File: src/rtl/mem_port_arb_pkg.sv
// Shared types and constants for the two-requester memory port arbiter.
package mem_port_arb_pkg;

    typedef enum logic {IDLE, RESP} state_t;

    localparam logic MEMREQ_READ  = 1'b0;
    localparam logic MEMREQ_WRITE = 1'b1;

endpackage

File: src/rtl/mem_port_arb_if.sv
// Bundle of both requester ports, both response ports and the memory port.
interface mem_port_arb_if #(
    parameter int unsigned AW = 32,
    parameter int unsigned DW = 32
);
    logic          req0_val;
    logic          req0_rdy;
    logic          req0_type;
    logic [AW-1:0] req0_addr;
    logic [DW-1:0] req0_wdata;
    logic          resp0_val;
    logic          resp0_rdy;
    logic [DW-1:0] resp0_rdata;

    logic          req1_val;
    logic          req1_rdy;
    logic          req1_type;
    logic [AW-1:0] req1_addr;
    logic [DW-1:0] req1_wdata;
    logic          resp1_val;
    logic          resp1_rdy;
    logic [DW-1:0] resp1_rdata;

    logic          memreq_val;
    logic          memreq_type;
    logic [AW-1:0] memreq_addr;
    logic [DW-1:0] memreq_wdata;
    logic [DW-1:0] memresp_rdata;

    modport slave (
        input  req0_val, req0_type, req0_addr, req0_wdata, resp0_rdy,
        input  req1_val, req1_type, req1_addr, req1_wdata, resp1_rdy,
        input  memresp_rdata,
        output req0_rdy, resp0_val, resp0_rdata,
        output req1_rdy, resp1_val, resp1_rdata,
        output memreq_val, memreq_type, memreq_addr, memreq_wdata
    );

    modport master (
        output req0_val, req0_type, req0_addr, req0_wdata, resp0_rdy,
        output req1_val, req1_type, req1_addr, req1_wdata, resp1_rdy,
        output memresp_rdata,
        input  req0_rdy, resp0_val, resp0_rdata,
        input  req1_rdy, resp1_val, resp1_rdata,
        input  memreq_val, memreq_type, memreq_addr, memreq_wdata
    );

endinterface

File: src/rtl/mem_port_arb_rr_arb2.sv
// Two-way round-robin arbiter: combinational one-hot grant, last-grant pointer held here.
module rr_arb2 #(
    parameter bit FIRST_GRANT = 1'b0
) (
    input  logic       clk,
    input  logic       rst,
    input  logic [1:0] i_val,
    input  logic       i_update,
    output logic [1:0] o_grant
);

    logic r_last_grant;

    always_comb begin
        o_grant = 2'b00;
        case (i_val)
            2'b01:   o_grant = 2'b01;
            2'b10:   o_grant = 2'b10;
            2'b11:   o_grant = r_last_grant ? 2'b01 : 2'b10;
            default: o_grant = 2'b00;
        endcase
    end

    // Reset value makes FIRST_GRANT win the first contended cycle.
    always_ff @(posedge clk or negedge rst) begin
        if (!rst) begin
            r_last_grant <= ~FIRST_GRANT;
        end else if (i_update) begin
            r_last_grant <= o_grant[1];
        end
    end

endmodule

File: src/rtl/mem_port_arb.sv
// Shares one combinational memory port between two val/rdy requesters; one access per 2 cycles.
module mem_port_arb
    import mem_port_arb_pkg::*;
#(
    parameter bit          FIRST_GRANT = 1'b0,
    parameter int unsigned AW          = 32,
    parameter int unsigned DW          = 32
) (
    input  logic         clk,
    input  logic         rst,
    mem_port_arb_if.slave io_bus
);

    state_t        r_state;
    state_t        w_state_d;
    logic          r_owner;
    logic [DW-1:0] r_rdata;

    logic [1:0]    w_val;
    logic [1:0]    w_grant;
    logic          w_hs;
    logic          w_win;
    logic          w_type;
    logic [AW-1:0] w_addr;
    logic [DW-1:0] w_wdata;
    logic          w_owner_rdy;

    // Requests are only visible in IDLE and outside reset, so no grant leaks otherwise.
    assign w_val = (rst && r_state == IDLE) ? {io_bus.req1_val, io_bus.req0_val} : 2'b00;
    assign w_hs  = |w_grant;
    assign w_win = w_grant[1];

    assign w_type  = w_win ? io_bus.req1_type  : io_bus.req0_type;
    assign w_addr  = w_win ? io_bus.req1_addr  : io_bus.req0_addr;
    assign w_wdata = w_win ? io_bus.req1_wdata : io_bus.req0_wdata;
    assign w_owner_rdy = r_owner ? io_bus.resp1_rdy : io_bus.resp0_rdy;

    rr_arb2 #(
        .FIRST_GRANT (FIRST_GRANT)
    ) u_rr_arb2 (
        .clk      (clk),
        .rst      (rst),
        .i_val    (w_val),
        .i_update (w_hs),
        .o_grant  (w_grant)
    );

    always_comb begin
        w_state_d           = r_state;
        io_bus.req0_rdy     = w_grant[0];
        io_bus.req1_rdy     = w_grant[1];
        io_bus.resp0_val    = 1'b0;
        io_bus.resp1_val    = 1'b0;
        io_bus.resp0_rdata  = '0;
        io_bus.resp1_rdata  = '0;
        io_bus.memreq_val   = 1'b0;
        io_bus.memreq_type  = MEMREQ_READ;
        io_bus.memreq_addr  = '0;
        io_bus.memreq_wdata = '0;
        case (r_state)
            IDLE: begin
                if (w_hs) begin
                    io_bus.memreq_val   = 1'b1;
                    io_bus.memreq_type  = w_type;
                    io_bus.memreq_addr  = w_addr;
                    io_bus.memreq_wdata = w_wdata;
                    w_state_d           = RESP;
                end
            end
            RESP: begin
                if (r_owner) begin
                    io_bus.resp1_val   = 1'b1;
                    io_bus.resp1_rdata = r_rdata;
                end else begin
                    io_bus.resp0_val   = 1'b1;
                    io_bus.resp0_rdata = r_rdata;
                end
                if (w_owner_rdy) begin
                    w_state_d = IDLE;
                end
            end
            default: w_state_d = IDLE;
        endcase
    end

    always_ff @(posedge clk or negedge rst) begin
        if (!rst) begin
            r_state <= IDLE;
            r_owner <= 1'b0;
            r_rdata <= '0;
        end else begin
            r_state <= w_state_d;
            if (w_hs) begin
                r_owner <= w_win;
                r_rdata <= (w_type == MEMREQ_READ) ? io_bus.memresp_rdata : '0;
            end
        end
    end

endmodule

File: src/flat_wrapper.sv
// flat-port wrapper written by rule: the top's interface ports become plain ports
module mem_port_arb_flat import mem_port_arb_pkg::*;
#(
    parameter bit          FIRST_GRANT = 1'b0,
    parameter int unsigned AW          = 32,
    parameter int unsigned DW          = 32
)
  (clk, rst, io_bus_req0_val, io_bus_req0_type, io_bus_req0_addr, io_bus_req0_wdata, io_bus_resp0_rdy, io_bus_req1_val, io_bus_req1_type, io_bus_req1_addr, io_bus_req1_wdata, io_bus_resp1_rdy, io_bus_memresp_rdata, io_bus_req0_rdy, io_bus_resp0_val, io_bus_resp0_rdata, io_bus_req1_rdy, io_bus_resp1_val, io_bus_resp1_rdata, io_bus_memreq_val, io_bus_memreq_type, io_bus_memreq_addr, io_bus_memreq_wdata);
  mem_port_arb_if #(.AW(AW), .DW(DW)) io_bus_i ();
  input  logic clk;
  input  logic rst;
  input wire logic [$bits(io_bus_i.req0_val)-1:0] io_bus_req0_val;
  input wire logic [$bits(io_bus_i.req0_type)-1:0] io_bus_req0_type;
  input wire logic [$bits(io_bus_i.req0_addr)-1:0] io_bus_req0_addr;
  input wire logic [$bits(io_bus_i.req0_wdata)-1:0] io_bus_req0_wdata;
  input wire logic [$bits(io_bus_i.resp0_rdy)-1:0] io_bus_resp0_rdy;
  input wire logic [$bits(io_bus_i.req1_val)-1:0] io_bus_req1_val;
  input wire logic [$bits(io_bus_i.req1_type)-1:0] io_bus_req1_type;
  input wire logic [$bits(io_bus_i.req1_addr)-1:0] io_bus_req1_addr;
  input wire logic [$bits(io_bus_i.req1_wdata)-1:0] io_bus_req1_wdata;
  input wire logic [$bits(io_bus_i.resp1_rdy)-1:0] io_bus_resp1_rdy;
  input wire logic [$bits(io_bus_i.memresp_rdata)-1:0] io_bus_memresp_rdata;
  output wire logic [$bits(io_bus_i.req0_rdy)-1:0] io_bus_req0_rdy;
  output wire logic [$bits(io_bus_i.resp0_val)-1:0] io_bus_resp0_val;
  output wire logic [$bits(io_bus_i.resp0_rdata)-1:0] io_bus_resp0_rdata;
  output wire logic [$bits(io_bus_i.req1_rdy)-1:0] io_bus_req1_rdy;
  output wire logic [$bits(io_bus_i.resp1_val)-1:0] io_bus_resp1_val;
  output wire logic [$bits(io_bus_i.resp1_rdata)-1:0] io_bus_resp1_rdata;
  output wire logic [$bits(io_bus_i.memreq_val)-1:0] io_bus_memreq_val;
  output wire logic [$bits(io_bus_i.memreq_type)-1:0] io_bus_memreq_type;
  output wire logic [$bits(io_bus_i.memreq_addr)-1:0] io_bus_memreq_addr;
  output wire logic [$bits(io_bus_i.memreq_wdata)-1:0] io_bus_memreq_wdata;
  assign io_bus_i.req0_val = io_bus_req0_val;
  assign io_bus_i.req0_type = io_bus_req0_type;
  assign io_bus_i.req0_addr = io_bus_req0_addr;
  assign io_bus_i.req0_wdata = io_bus_req0_wdata;
  assign io_bus_i.resp0_rdy = io_bus_resp0_rdy;
  assign io_bus_i.req1_val = io_bus_req1_val;
  assign io_bus_i.req1_type = io_bus_req1_type;
  assign io_bus_i.req1_addr = io_bus_req1_addr;
  assign io_bus_i.req1_wdata = io_bus_req1_wdata;
  assign io_bus_i.resp1_rdy = io_bus_resp1_rdy;
  assign io_bus_i.memresp_rdata = io_bus_memresp_rdata;
  assign io_bus_req0_rdy = io_bus_i.req0_rdy;
  assign io_bus_resp0_val = io_bus_i.resp0_val;
  assign io_bus_resp0_rdata = io_bus_i.resp0_rdata;
  assign io_bus_req1_rdy = io_bus_i.req1_rdy;
  assign io_bus_resp1_val = io_bus_i.resp1_val;
  assign io_bus_resp1_rdata = io_bus_i.resp1_rdata;
  assign io_bus_memreq_val = io_bus_i.memreq_val;
  assign io_bus_memreq_type = io_bus_i.memreq_type;
  assign io_bus_memreq_addr = io_bus_i.memreq_addr;
  assign io_bus_memreq_wdata = io_bus_i.memreq_wdata;
  mem_port_arb #(.FIRST_GRANT(FIRST_GRANT), .AW(AW), .DW(DW)) u_core (.clk(clk), .rst(rst), .io_bus(io_bus_i));
endmodule
File: config.mk
export PLATFORM = sky130hd
export DESIGN_NAME = mem_port_arb_flat
export DESIGN_NICKNAME = d
export VERILOG_FILES = /design/src/rtl/mem_port_arb_pkg.sv /design/src/rtl/mem_port_arb_if.sv /design/src/rtl/mem_port_arb_rr_arb2.sv /design/src/rtl/mem_port_arb.sv /design/src/flat_wrapper.sv
export SDC_FILE = /design/constraint.sdc
export NUM_CORES = 1
export LEC_CHECK = 0
export ABC_AREA = 1
export BUFFER_PORTS_ARGS = -buffer_cell sky130_fd_sc_hd__buf_2
export CAP_MARGIN = 20
export CORE_AREA = 2 2 117 119
export DETAILED_ROUTE_END_ITERATION = 7
export DIE_AREA = 0 0 119 121
export SLEW_MARGIN = 0
export SYNTH_ARGS = -nofsm -noshare
export SYNTH_HDL_FRONTEND = slang
export SYNTH_SLANG_ARGS = --single-unit
File: constraint.sdc
create_clock -name clk -period 1.36 [get_ports clk]
set_input_delay 0.204 -clock clk [delete_from_list [all_inputs] [get_ports clk]]
set_output_delay 0.204 -clock clk [all_outputs]
set_load 0.1 [all_outputs]
# --- Yosys cells after proc, flatten, opt, wreduce, memory -nomap -nowiden ---
# Index checks and enable logic that the tools add are counted.
word_totals:
  output_inout_bits: 134
  elab_cells: 36
  reg_bits: 35
  in_bits: 168
op_classes:
  n_bitwise: 1
  n_reduce_logical: 2
  eq_ne: 3
  muxes: 26
op_table:
  columns: ["operator", "n"]
  rows:
  - ["$mux W32", 11]
  - ["$mux W1", 11]
  - ["$pmux W2 S3", 1]
  - ["$eq A2 B2 Y1 const B", 2]
  - ["$mux W2", 2]
  - ["$eq A2 B1 Y1 const B", 1]
  - ["$pmux W1 S2", 1]
  - ["$reduce_or A2 Y1", 1]
  - ["$logic_and A1 B1 Y1", 1]
  - ["$not A1 Y1", 1]

# --- Depth between registers and ports, before layout ---
# Gate-level depths: netlist of the first run.
logic_depth:
  word_depth: 8
  mapped_depth: 8
  ltp_nobuf: 6

# --- Modules after synthesis ---
# Synthesis of the first run repeated with hierarchy kept, for this count alone.
unflattened:
  cells_unflattened: 682
  area_unflattened_um2: 3400.8
modules_own_cells:
  columns: ["module", "cells_per_inst", "n_inst", "seq_area_each_um2", "area_each_um2"]
  rows:
  - ["mem_port_arb", 673, 1, 850.8, 3337.0]
  - ["rr_arb2", 9, 1, 26.3, 63.8]

# --- Worst setup path before layout of the first run ---
# Ideal clock, no wire load.
synth_path:
  kind: "register to output"
  startpoint: "reg u_core.r_state"
  endpoint: "out io_bus_memreq_addr[24]"
  stages_incl_launch_ff: 8
  n_path_buf: 2
  t_arrival_ns: 2.741
  required_time_ns: 1.156
  path_slack_ns: -1.585
  cell_sequence: "dfrtp_1 > nor2_2 > o21ai_2 > inv_2 > buf_6 > buf_2 > o21ai_0 > nor2_1"
synth_via:
  elab_chain_cells: 8
  word_cells_on_any_way: 11
  classes_between: "eq/ne (3); mux (5); bitwise (1); reduce/logical (2)"
synth_lines:
  columns: ["element", "line", "rtl"]
  rows:
  - ["start, declared", "mem_port_arb.sv:14", "state_t r_state;"]
  - ["start signal, assigned", "mem_port_arb.sv:92", "r_state <= w_state_d;"]
  - ["$not A1 Y1", "mem_port_arb.sv:29", "assign w_val = (rst && r_state == IDLE) ? {io_bus.req1_val, io_bus.req0_val} : 2'b00;"]
  - ["$logic_and A1 B1 Y1", "mem_port_arb.sv:29", null]
  - ["$mux W2", "mem_port_arb.sv:29", null]
  - ["$eq A2 B2 Y1 / $eq A2 B1 Y1 (equally long branches)", "mem_port_arb_rr_arb2.sv:16", "case (i_val)"]
  - ["$pmux W2 S3", "mem_port_arb_rr_arb2.sv:16", null]
  - ["$mux W32 / $reduce_or A2 Y1 (equally long branches)", "mem_port_arb.sv:34, mem_port_arb.sv:30", null]
  - ["$mux W32", "mem_port_arb.sv:62", "if (w_hs) begin"]
  - ["$mux W32 (*)", "mem_port_arb.sv:60", "case (r_state)"]
  - ["end, declared", "flat_wrapper.sv:31", "output wire logic [$bits(io_bus_i.memreq_addr)-1:0] io_bus_memreq_addr;"]
# Every way passes the cells marked *; elsewhere a longest branch is shown, timed or not.

# --- Worst setup path in the final report of the first run ---
layout_path:
  startpoint: "reg u_core.u_rr_arb2.r_last_grant"
  endpoint: "out io_bus_memreq_type"
layout_via:
  elab_chain_cells: 5
  word_cells_on_any_way: 6
  classes_between: "mux (5); reduce/logical (1)"
layout_lines:
  columns: ["element", "line", "rtl"]
  rows:
  - ["start, declared", "mem_port_arb_rr_arb2.sv:12", "logic r_last_grant;"]
  - ["start signal, assigned", "mem_port_arb_rr_arb2.sv:27", "r_last_grant <= ~FIRST_GRANT;"]
  - ["start signal, assigned", "mem_port_arb_rr_arb2.sv:29", "r_last_grant <= o_grant[1];"]
  - ["$mux W2 (*)", "mem_port_arb_rr_arb2.sv:19", "2'b11: o_grant = r_last_grant ? 2'b01 : 2'b10;"]
  - ["$pmux W2 S3 (*)", "mem_port_arb_rr_arb2.sv:16", null]
  - ["$mux W1 / $reduce_or A2 Y1 (equally long branches)", "mem_port_arb.sv:33, mem_port_arb.sv:30", null]
  - ["$mux W1 (*)", "mem_port_arb.sv:62", null]
  - ["$mux W1 (*)", "mem_port_arb.sv:60", null]
  - ["end, declared", "flat_wrapper.sv:30", "output wire logic [$bits(io_bus_i.memreq_type)-1:0] io_bus_memreq_type;"]
# Marked as above.

==> run_results.csv, run 1 <==
group,metric,value,unit
run_status,outcome,"complete, but fails checks",
run_status,violations,"negative setup slack",
yosys,synth_edf_count,0,
placed_design,place.gp.congestion,0.790,
route,dr_total_vias,5071,
clocking,insertion_delay,0.27,ns
sta,slew_headroom,0.802,
power,switchingPower,10300,µW
sta,final-hold-violation-count,0,
route,highest-signal-layer,"met4",
placed_design,detailedPlacementHpwl,13000,µm
clocking,clk_pin_slew_worst_paths,0.06,ns
yosys,synth_ff_type,"sky130_fd_sc_hd__dfrtp_1",
floorplan,design.core.area,13100,µm²
yosys,synth_compound_gate_area_share,0.120,
route,post_drt_via_cell_ratio,4.60,
yosys,synth.yosys.warnings,0,
sta,timing.clock.skew,0.00497,ns
sta,fin_ws,-0.683,ns
clocking,buffers_from_clock_root_to_sink_at_most,2,
yosys,yosys.cell_types.count,17,
clocking,root_buffer_master,"sky130_fd_sc_hd__clkbuf_16",
floorplan,std_cell_rows,42,
route,drt_first_pass_iters,4,
power,vdd_drop_max,0.884,mV
global_route,grt_antenna_before_repair,6,
yosys,synth.ff_latch_count,35,
yosys,postSynth.asyncResetShare,1.00,
setup_path,timing.critical_path.fanout_max,8,
clocking,clock_tree_from_tritoncts,"built",
placed_design,dp_worst_setup_slack,-0.462,ns
yosys,synth-adder-area-share,0,
floorplan,fp.dieArea,14400,µm²
clocking,number_of_cts_inserted_buffers,5,
clocking,cts_htree_levels,2,
power,pwr_dens,1860,nW/µm²
power,swShare,0.556,
setup_path,reg2reg_depth,10,
power,p_int,8210,µW
power,comb_power_share,0.837,
layout,fin_nets,1086,
global_route,grt_pass1_wl,27400,µm
yosys,most_common_library_cells_after_synthesis,"225 x sky130_fd_sc_hd__nor2_1, 70 x sky130_fd_sc_hd__inv_1, 69 x sky130_fd_sc_hd__nand2_1",
sta,final.min_clock_period,2.04,ns
placed_design,dp_cells,1035,
global_route,grt_start_max_net_pins,41,
route,drt_drc_violations_left,0,
yosys,netlist_area,2980,µm²
yosys,dominant_combinational_cell_family_by_area_after_synthesis,"simple AND/OR/NAND/NOR gates",
layout,drive_above_1_share,0.732,
route,met3_length,1300,µm
yosys,leading_cell_type_by_number_of_instances_after_synthesis,"sky130_fd_sc_hd__nor2_1",
floorplan,die_height,121,µm
sta,final_setup_vio_count,168,
sta,worst_pin_slew,0.296,ns
yosys,postSynthAreaPerCell,5.45,µm²
yosys,synth_top_cell_area_share,0.286,
route,drtAntennaViolNets,0,
global_route,first_global_vias,5083,
setup_path,timing.critical_path.arrival,1.84,ns
floorplan,io-pin-count,302,
yosys,synth.mux.area_fraction,0,
route,wire_length_on_met1,6860,µm
power,clock_power_share,0.069,
yosys,netlist_instances,547,
floorplan,initial_core_util,0.228,
setup_path,crit_path_end_kind,"primary output",
placed_design,place.port_buffers,301,
route,post_drt_wl_per_cell,18.2,µm
yosys,simple_gate_share_of_the_synthesized_area,0.432,
floorplan,die_width,119,µm
setup_path,worst_ep_required_time,1.16,ns
route,routed_wl_met2,11300,µm
yosys,seq_area_frac_synth,0.294,
yosys,syn_nets,715,
yosys,synthTopCellsByArea,"sky130_fd_sc_hd__dfrtp_1 29%, sky130_fd_sc_hd__nor2_1 28%, sky130_fd_sc_hd__o21ai_0 10%, sky130_fd_sc_hd__inv_1 8.8%, sky130_fd_sc_hd__nand2_1 8.7%",
sta,rsz0062_at_grt,"yes",
power,power.leakage,0.00427,µW
sta,clock.fmax,489,MHz
min_path,hp-class,"in2async",
route,postRouteWirelength,20100,µm
sta,min_period_over_period,1.50,
sta,final_max_slew_viol_count,0,
run,timing.max_cap.violations,0,
layout,post-route-util,0.761,
route,drt_first_iter_violations,256,
global_route,gr-total-overflow,0,
setup_path,setup_crit_start_kind,"flip-flop",
global_route,grt_util_all_layers,0.245,
clocking,numClockSinks,35,
yosys,netlist.top_cell.by_area,"sky130_fd_sc_hd__dfrtp_1",
layout,area_growth_syn_to_layout,234,%
layout,num-fill-cells,838,
layout,instances_no_fill,1103,
power,power.total,18500,µW
power,power_frac_seq,0.093,
yosys,yosys.area_share.xor_xnor,0,
setup_path,timing.setup.critical_path_class,"reg2out",
-- per-layer routing --
layer / up-vias / track usage
met5: - / 0
met4: 0 / 0.0871
met3: 35 / 0.0648
met2: 221 / 0.469
met1: 2396 / 0.257
li1: 2419 / -
-- worst max-delay path, cell delays in order (launching register included) --
cell                      delay, ns
sky130_fd_sc_hd__dfstp_2       0.54
sky130_fd_sc_hd__nand2_2       0.07
sky130_fd_sc_hd__nand4_1       0.16
sky130_fd_sc_hd__buf_4         0.16
sky130_fd_sc_hd__buf_12        0.13
sky130_fd_sc_hd__buf_12        0.11
sky130_fd_sc_hd__nand2_8       0.06
sky130_fd_sc_hd__a21oi_4       0.14
sky130_fd_sc_hd__buf_12        0.19
-- registers in the layout, indices dropped and copies added (netlist names) --
| signal | flops |
|---|---|
| u_core.r_rdata | 32 |
| u_core.r_owner | 1 |
| u_core.r_state | 1 |
| u_core.u_rr_arb2.r_last_grant | 1 |
-- placed cells by master (no fill, tap or decap), types with 30 or more instances in the layout --
cell type / n
sky130_fd_sc_hd__buf_2: 167
sky130_fd_sc_hd__nor2_4: 163
sky130_fd_sc_hd__nand2_1: 60
sky130_fd_sc_hd__buf_12: 153
sky130_fd_sc_hd__dfrtp_1: 34
sky130_fd_sc_hd__o21ai_2: 33
sky130_fd_sc_hd__nor2_2: 30
sky130_fd_sc_hd__inv_1: 67
sky130_fd_sc_hd__buf_4: 36
sky130_fd_sc_hd__nor2_1: 33
-- metrics by stage --
step           hold slack [ns]  area [µm²]  TNS (ns)
2_1_floorplan          -0.0916        4150    -43.17
4_1_cts                0.00771        9290    -74.95
5_1_grt                 0.0368        9960    -89.26
3_5_place_dp             0.253        8180    -33.10
6_report               0.00606        9960    -80.02
3_3_place_gp             0.243        8180    -30.78
-- timing repair --
action	in CTS	in global routing
gates cloned	15	8
setup buffers	21	20
endpoints found under the setup margin	166	169
pin swaps	28	46
hold buffers	1	0
hold endpoints to repair	12	0
gates resized for setup	136	118
-- cell families (layout without fill, tap and decap cells) --
group | after synthesis | after routing
and+or+nand+nor | 330 | 330
buffers and inverters | 112 | 484
AOI/OAI and AO/OA | 70 | 70
DFF | 35 | 35
other | 0 | 8
-- cell type report --
class                      instances  area [µm²]  share of cell area
timing repair buffer             404        5080               0.510
multi-input combinational        400        3320               0.333
sequential                        35         877              0.0880
inverter                          72         283              0.0284
tap                              176         220              0.0221
clock buffer                       7         133              0.0133
clock inverter                     1        30.0             0.00301
antenna                            8        20.0             0.00201
-- final timing paths --
path	from	to	slack [ns]
max	u_core.u_rr_arb2.r_last_grant	io_bus_memreq_type	-0.68
min	rst	u_core.r_rdata[15]	0.006
max reg2reg	u_core.u_rr_arb2.r_last_grant	u_core.r_rdata[28]	-0.43
min reg2reg	u_core.r_rdata[14]	u_core.r_rdata[14]	0.48
max in group asynchronous	rst	u_core.r_rdata[28]	0.67
min in group clk	io_bus_resp0_rdy	u_core.r_state	0.20
-- power groups by stage --
stage          logic [µW]  registers (µW)  clock network [µW]
6_report            15500            1730                1280
5_1_grt             16000            1770                1340
4_1_cts             14700            1710                1310
3_5_place_dp        13100            1720                   0
3_3_place_gp        13000            1720                   0
2_1_floorplan        8650            1670                   0
(Power assumes the default switching activity.)
==> inputs of run 2 (changes only) <==
--- a/config.mk
+++ b/config.mk
@@ -11,6 +11,8 @@
 export CORE_AREA = 2 2 117 119
 export DETAILED_ROUTE_END_ITERATION = 7
 export DIE_AREA = 0 0 119 121
+export PLACE_DENSITY = 0.63
+export REMOVE_ABC_BUFFERS = 1
 export SLEW_MARGIN = 0
 export SYNTH_ARGS = -nofsm -noshare
 export SYNTH_HDL_FRONTEND = slang
==> run 2 against run 1 <==
  * The flow still finishes with violations (negative setup slack)
  * Final area down 17%
  * Via count down 5.2%
  * Clock power up 5%
  * Maximum frequency up 1.7%
  * Die area unchanged
  * Worst setup slack better by 0.033 ns
  * Combinational power down 15%
  * Register-to-register slack better by 0.23 ns
  * Cell count down 4.9%
  * Critical path depth up 1
  * Critical endpoint is now io_bus_memreq_addr[31]
  * Sequential cell count unchanged
==> run_results.csv, run 2 (synthesis results as in run 1) <==
group,metric,value,unit
placed_design,place_area,6850,µm²
floorplan,fp.dieArea,14400,µm²
setup_path,critPathMaxStageDelay,0.53,ns
clocking,clk_pin_slew_worst_paths,0.06,ns
setup_path,worst_path_most_repeated_cell,"sky130_fd_sc_hd__buf_6",
setup_path,crit_path_leading_delay_family,"buffers and inverters",
setup_path,slowest_cell_on_crit_path,"sky130_fd_sc_hd__dfstp_2",
clocking,root_buffer_master,"sky130_fd_sc_hd__clkbuf_16",
placed_design,dp_cells,1015,
setup_path,reg2reg_setup_slack,-0.20,ns
global_route,first_global_vias,4657,
layout,num-fill-cells,1050,
run_status,violations,"negative setup slack",
clocking,cts_htree_levels,2,
sta,hold_ws,0.0588,ns
clocking,number_of_cts_inserted_buffers,5,
route,drt_first_pass_iters,4,
setup_path,worstPathCellList,"nand2_2 -> nand4_1 -> buf_6 -> buf_6 -> buf_6 -> nor2_2 -> nor2_1 -> buf_4 -> buf_12",
power,power.leakage,0.00390,µW
placed_design,detailedPlacementHpwl,12400,µm
layout,post-route-util,0.633,
route,drt_first_iter_violations,299,
route,post_drt_wl_per_cell,17.5,µm
sta,fin_ws,-0.650,ns
layout,drive_above_1_share,0.608,
layout,max_reg_flops,32,
sta,final-hold-violation-count,0,
sta,rsz0062_at_grt,"yes",
global_route,grt_start_max_net_pins,52,
sta,min_period_over_period,1.48,
setup_path,timing.critical_path.arrival,1.81,ns
sta,timing.clock.skew,0.00512,ns
clocking,buffers_from_clock_root_to_sink_at_most,2,
layout,antenna-diode-count,0,
floorplan,die_height,121,µm
placed_design,place.port_buffers,301,
floorplan,design.core.area,13100,µm²
floorplan,std_cell_rows,42,
global_route,grt_util_all_layers,0.228,
route,postRouteWirelength,18400,µm
run_status,outcome,"complete, but fails checks",
sta,worst_pin_slew,0.448,ns
sta,final_max_slew_viol_count,0,
route,dr_total_vias,4808,
floorplan,die_width,119,µm
setup_path,setup_crit_start_kind,"flip-flop",
setup_path,timing.setup.critical_path_class,"reg2out",
layout,layout_commonest_cell,"sky130_fd_sc_hd__buf_2",
route,drt_drc_violations_left,0,
run,timing.max_cap.violations,0,
setup_path,worst_ep_required_time,1.16,ns
route,post_drt_via_cell_ratio,4.58,
setup_path,timing.critical_path.fanout_max,7,
clocking,insertion_delay,0.28,ns
sta,clock.fmax,498,MHz
layout,area_growth_syn_to_layout,178,%
min_path,hp-class,"in2async",
setup_path,buffers_inverters_on_critical_path,5,
setup_path,crit_cells,9,
sta,final.min_clock_period,2.01,ns
power,vdd_drop_max,1.43,mV
clocking,numClockSinks,35,
route,drtAntennaViolNets,0,
placed_design,place.gp.congestion,0.851,
layout,instances_no_fill,1049,
global_route,gr-total-overflow,0,
power,pwr_dens,1970,nW/µm²
setup_path,reg2reg_depth,8,
floorplan,io-pin-count,302,
sta,final_setup_vio_count,167,
clocking,clock_tree_from_tritoncts,"built",
setup_path,crit_path_end_kind,"primary output",
layout,top_library_cells_by_usage_in_the_layout_fill_and_taps_aside,"167 x sky130_fd_sc_hd__buf_2, 143 x sky130_fd_sc_hd__buf_12, 96 x sky130_fd_sc_hd__nor2_2",
floorplan,initial_core_util,0.228,
layout,finish.instance_area,8280,µm²
global_route,grt_antenna_before_repair,2,
layout,largest_register,"u_core.r_rdata",
layout,fin_nets,1040,
global_route,grt_pass1_wl,25500,µm
sta,slew_headroom,0.701,
-- run 2: metrics by stage --
step | worst slack [ns] | power (µW) | setup TNS (ns)
global route | -0.736 | 16900 | -78.03
finish | -0.650 | 16300 | -64.40
global placement | -0.450 | 12600 | -32.96
floorplan | -3.68 | 8330 | -380.73
CTS | -0.676 | 15600 | -62.07
detailed placement | -0.464 | 12700 | -36.10
-- run 2: timing repair --
item / 4_1_cts / 5_1_grt
hold buffers: 1 / 0
setup endpoints to repair: 166 / 169
cloned: 7 / 6
gates resized for setup: 212 / 96
endpoints found under the hold margin: 1 / 0
buffers inserted: 9 / 7
pin swaps: 20 / 33
-- run 2: routing by layer --
| metal | GRT usage | vias up | part of all wire |
|---|---|---|---|
| met4 | 0.0670 | 2 | 0.024 |
| met2 | 0.444 | 218 | 0.54 |
| li1 | - | 2304 | - |
| met5 | 0 | - | 0.00071 |
| met3 | 0.0639 | 32 | 0.075 |
| met1 | 0.236 | 2252 | 0.36 |
-- run 2: final timing paths --
check,start,endpoint
min in group clk,io_bus_resp0_rdy,u_core.r_state
setup reg to reg,u_core.r_state,u_core.r_rdata[28]
max in group asynchronous,rst,u_core.r_owner
hold / removal,rst,u_core.u_rr_arb2.r_last_grant
hold reg to reg,u_core.r_rdata[4],u_core.r_rdata[4]
setup / recovery,u_core.u_rr_arb2.r_last_grant,io_bus_memreq_addr[31]
-- run 2: report_power, final --
| group | internal, µW | total [µW] | switching (µW) |
|---|---|---|---|
| registers | 1480 | 1740 | 258 |
| clock network | 875 | 1350 | 476 |
| logic | 4600 | 13200 | 8600 |
| total | 6950 | 16300 | 9330 |
-- run 2: area by class of cell --
type	count	area, µm²	share of cell area
Clock buffer	5	125	0.0151
Inverter	72	275	0.0333
Clock inverter	3	47.5	0.00574
Tap cell	176	220	0.0266
Timing Repair Buffer	358	4380	0.529
Multi-Input combinational cell	400	2350	0.284
Sequential cell	35	877	0.106
-- run 2: worst reg2reg max path, cell delays in order (launching register included) --
cell and delay [ns]:
sky130_fd_sc_hd__dfrtp_1 0.41, sky130_fd_sc_hd__buf_6 0.13, sky130_fd_sc_hd__nor2_4 0.12, sky130_fd_sc_hd__o21ai_4 0.09, sky130_fd_sc_hd__buf_4 0.22, sky130_fd_sc_hd__buf_12 0.22
sky130_fd_sc_hd__nor2_1 0.13, sky130_fd_sc_hd__nand3_1 0.09, sky130_fd_sc_hd__nand2_1 0.08
==> inputs of run 3 (changes only) <==
--- a/config.mk
+++ b/config.mk
@@ -8,12 +8,13 @@
 export ABC_AREA = 1
 export BUFFER_PORTS_ARGS = -buffer_cell sky130_fd_sc_hd__buf_2
 export CAP_MARGIN = 20
-export CORE_AREA = 2 2 117 119
+export CORE_AREA = 2 2 118 120
 export DETAILED_ROUTE_END_ITERATION = 7
-export DIE_AREA = 0 0 119 121
-export PLACE_DENSITY = 0.63
+export DIE_AREA = 0 0 120 122
+export PLACE_DENSITY = 0.65
 export REMOVE_ABC_BUFFERS = 1
 export SLEW_MARGIN = 0
 export SYNTH_ARGS = -nofsm -noshare
 export SYNTH_HDL_FRONTEND = slang
+export SYNTH_HIERARCHICAL = 1
 export SYNTH_SLANG_ARGS = --single-unit
==> run 3 against run 2 <==
  * Largest cell class unchanged
  * Combinational power increased by 9.8%
  * The run still ends with negative setup slack left
  * Largest power group unchanged
  * Register-to-register slack got worse by 0.62 ns
  * First-iteration DRC count fell by 6.0%
  * Clock power is essentially flat
  * Count of clock-buffer cells in the layout unchanged
  * Die area increased by 1.7%
  * Synthesized area increased by 14%
  * Maximum frequency shrank 12%
  * Highest routed layer is now met4
==> run_results.csv, run 3 <==
group,metric,value,unit
clocking,clock_tree_from_tritoncts,"built",
clocking,cts_htree_levels,2,
sta,final-hold-violation-count,0,
power,vdd_drop_max,0.876,mV
run_status,violations,"negative setup slack",
floorplan,io-pin-count,302,
floorplan,std_cell_rows,43,
sta,hold_ws,0.0161,ns
setup_path,worst_ep_required_time,1.16,ns
setup_path,reg2reg_setup_slack,-0.82,ns
route,postRouteWirelength,20300,µm
yosys,synth_ff_type,"sky130_fd_sc_hd__dfrtp_1",
route,dr_total_vias,5451,
yosys,netlist_instances,682,
yosys,synth.yosys.warnings,6,
setup_path,timing.critical_path.fanout_max,7,
setup_path,timing.critical_path.arrival,2.09,ns
placed_design,place.gp.congestion,0.833,
sta,clock.fmax,436,MHz
route,drt_first_iter_violations,281,
sta,final.min_clock_period,2.29,ns
yosys,leading_cell_type_by_number_of_instances_after_synthesis,"sky130_fd_sc_hd__nand2_1",
global_route,grt_util_all_layers,0.257,
layout,largest_register,"u_core/r_rdata",
global_route,first_global_vias,5419,
setup_path,worst_path_most_repeated_cell,"sky130_fd_sc_hd__nand2_1",
layout,layout_commonest_cell,"sky130_fd_sc_hd__nand2_1",
setup_path,crit_path_end_kind,"primary output",
route,post_drt_via_cell_ratio,4.50,
global_route,grt_pass1_wl,29000,µm
power,pwr_dens,1930,nW/µm²
layout,num-fill-cells,1016,
route,drtAntennaViolNets,0,
setup_path,critPathMaxStageDelay,0.38,ns
setup_path,crit_path_leading_delay_family,"buffers and inverters",
sta,final_setup_vio_count,169,
setup_path,setup_crit_start_kind,"flip-flop",
min_path,hp-class,"in2async",
yosys,netlist.top_cell.by_area,"sky130_fd_sc_hd__nand2_1",
power,power.leakage,0.00490,µW
yosys,postSynthAreaPerCell,4.99,µm²
placed_design,place_area,7270,µm²
clocking,post_cts_hold_buffer_count,0,
setup_path,worstPathCellList,"inv_2 -> and3_4 -> nand2_2 -> and2_4 -> buf_4 -> buf_8 -> buf_4 -> nand2_1 -> nand2_1 -> nand2_1 -> inv_2 -> buf_12",
floorplan,initial_core_util,0.252,
layout,finish.instance_area,9090,µm²
floorplan,fp.dieArea,14600,µm²
setup_path,slowest_cell_on_crit_path,"sky130_fd_sc_hd__dfrtp_1",
layout,drive_above_1_share,0.549,
yosys,synth_edf_count,0,
layout,area_growth_syn_to_layout,167,%
run,timing.max_cap.violations,0,
sta,fin_ws,-0.932,ns
yosys,synth_top_cell_area_share,0.403,
setup_path,timing.setup.critical_path_class,"reg2out",
clocking,clk_pin_slew_worst_paths,0.06,ns
setup_path,buffers_inverters_on_critical_path,6,
sta,slew_headroom,0.681,
yosys,synthTopCellsByArea,"sky130_fd_sc_hd__nand2_1 40%, sky130_fd_sc_hd__dfrtp_1 25%, sky130_fd_sc_hd__inv_1 15%, sky130_fd_sc_hd__nor2_1 11%, sky130_fd_sc_hd__buf_2 2.9%",
clocking,numClockSinks,35,
clocking,number_of_cts_inserted_buffers,5,
clocking,buffers_from_clock_root_to_sink_at_most,2,
sta,timing.clock.skew,0.00654,ns
sta,worst_pin_slew,0.478,ns
sta,min_period_over_period,1.69,
global_route,grt_start_max_net_pins,35,
power,power.total,17500,µW
sta,final_max_slew_viol_count,0,
layout,fin_nets,1194,
floorplan,die_height,122,µm
layout,top_library_cells_by_usage_in_the_layout_fill_and_taps_aside,"312 x sky130_fd_sc_hd__nand2_1, 167 x sky130_fd_sc_hd__buf_2, 147 x sky130_fd_sc_hd__buf_12",
run_status,outcome,"complete, but fails checks",
placed_design,dp_worst_setup_slack,-0.615,ns
global_route,gr-total-overflow,0,
layout,max_reg_flops,32,
yosys,most_common_library_cells_after_synthesis,"365 x sky130_fd_sc_hd__nand2_1, 137 x sky130_fd_sc_hd__inv_1, 100 x sky130_fd_sc_hd__nor2_1",
floorplan,die_width,120,µm
clocking,root_buffer_master,"sky130_fd_sc_hd__clkbuf_16",
sta,rsz0062_at_grt,"yes",
setup_path,reg2reg_depth,14,
yosys,netlist_area,3400,µm²
global_route,grt_antenna_before_repair,5,
route,post_drt_wl_per_cell,16.8,µm
yosys,yosys.cell_types.count,14,
yosys,synth.ff_latch_count,35,
setup_path,crit_cells,12,
route,drt_first_pass_iters,5,
floorplan,design.core.area,13500,µm²
yosys,postSynth.asyncResetShare,1.00,
placed_design,place.port_buffers,301,
yosys,seq_area_frac_synth,0.258,
route,drt_drc_violations_left,0,
placed_design,detailedPlacementHpwl,12100,µm
clocking,insertion_delay,0.28,ns
run 3: path summary, 6_finish.rpt:
kind / start / end
max: u_core/r_state / io_bus_memreq_wdata[9]
min: rst / u_core/u_rr_arb2/r_last_grant
max reg2reg: u_core/r_state / u_core/r_rdata[0]
min reg2reg: u_core/r_rdata[19] / u_core/r_rdata[19]
max in group asynchronous: rst / u_core/r_rdata[27]
min in group clk: io_bus_memresp_rdata[24] / u_core/r_rdata[24]
run 3: logic make-up (layout without fill, tap and decap cells):
group,after synthesis,after routing,share of synthesized area
AND/OR/NAND/NOR,470,470,0.522
buffers and inverters,176,521,0.218
flip-flops,35,35,0.258
AO/OA/AOI/OAI,1,1,0.00221
other,0,3,0
run 3: stage by stage:
step                      setup TNS, ns  instances   util
after floorplan                 -710.25        645      -
after CTS                       -102.41       1199  0.655
after detailed placement         -59.27       1157  0.539
after global routing            -125.65       1210  0.673
after global placement           -53.05       1157  0.539
final                           -115.06       1210  0.673
run 3: cell type report:
type / instances / area (µm²) / area share
flip-flops and latches: 35 / 877 / 0.0965
inverters: 139 / 547 / 0.0602
multi-input cells: 471 / 2500 / 0.275
diodes: 3 / 7.51 / 0.000826
well taps: 180 / 225 / 0.0248
clock inverters: 3 / 47.5 / 0.00523
repair buffers: 374 / 4760 / 0.523
clock buffers: 5 / 125 / 0.0138
run 3: routing by layer:
metal,GRT usage,part of all wire,vias up
li1,-,-,2599
met5,0,0,-
met1,0.267,0.34,2506
met2,0.484,0.53,288
met4,0.114,0.041,0
met3,0.0684,0.085,58
run 3: power by group:
| group | internal (µW) | leakage (µW) | switching, µW | total, µW |
|---|---|---|---|---|
| clock | 875 | 0.0000844 | 490 | 1360 |
| combinational | 5340 | 0.00436 | 9130 | 14500 |
| sequential | 1440 | 0.000454 | 271 | 1710 |
| total | 7660 | 0.00490 | 9890 | 17500 |
run 3: what timing repair did:
item	4_1_cts	5_1_grt
resized for setup	271	30
buffers inserted	19	3
setup endpoints to repair	169	169
gates cloned	18	5
pin swaps	9	9
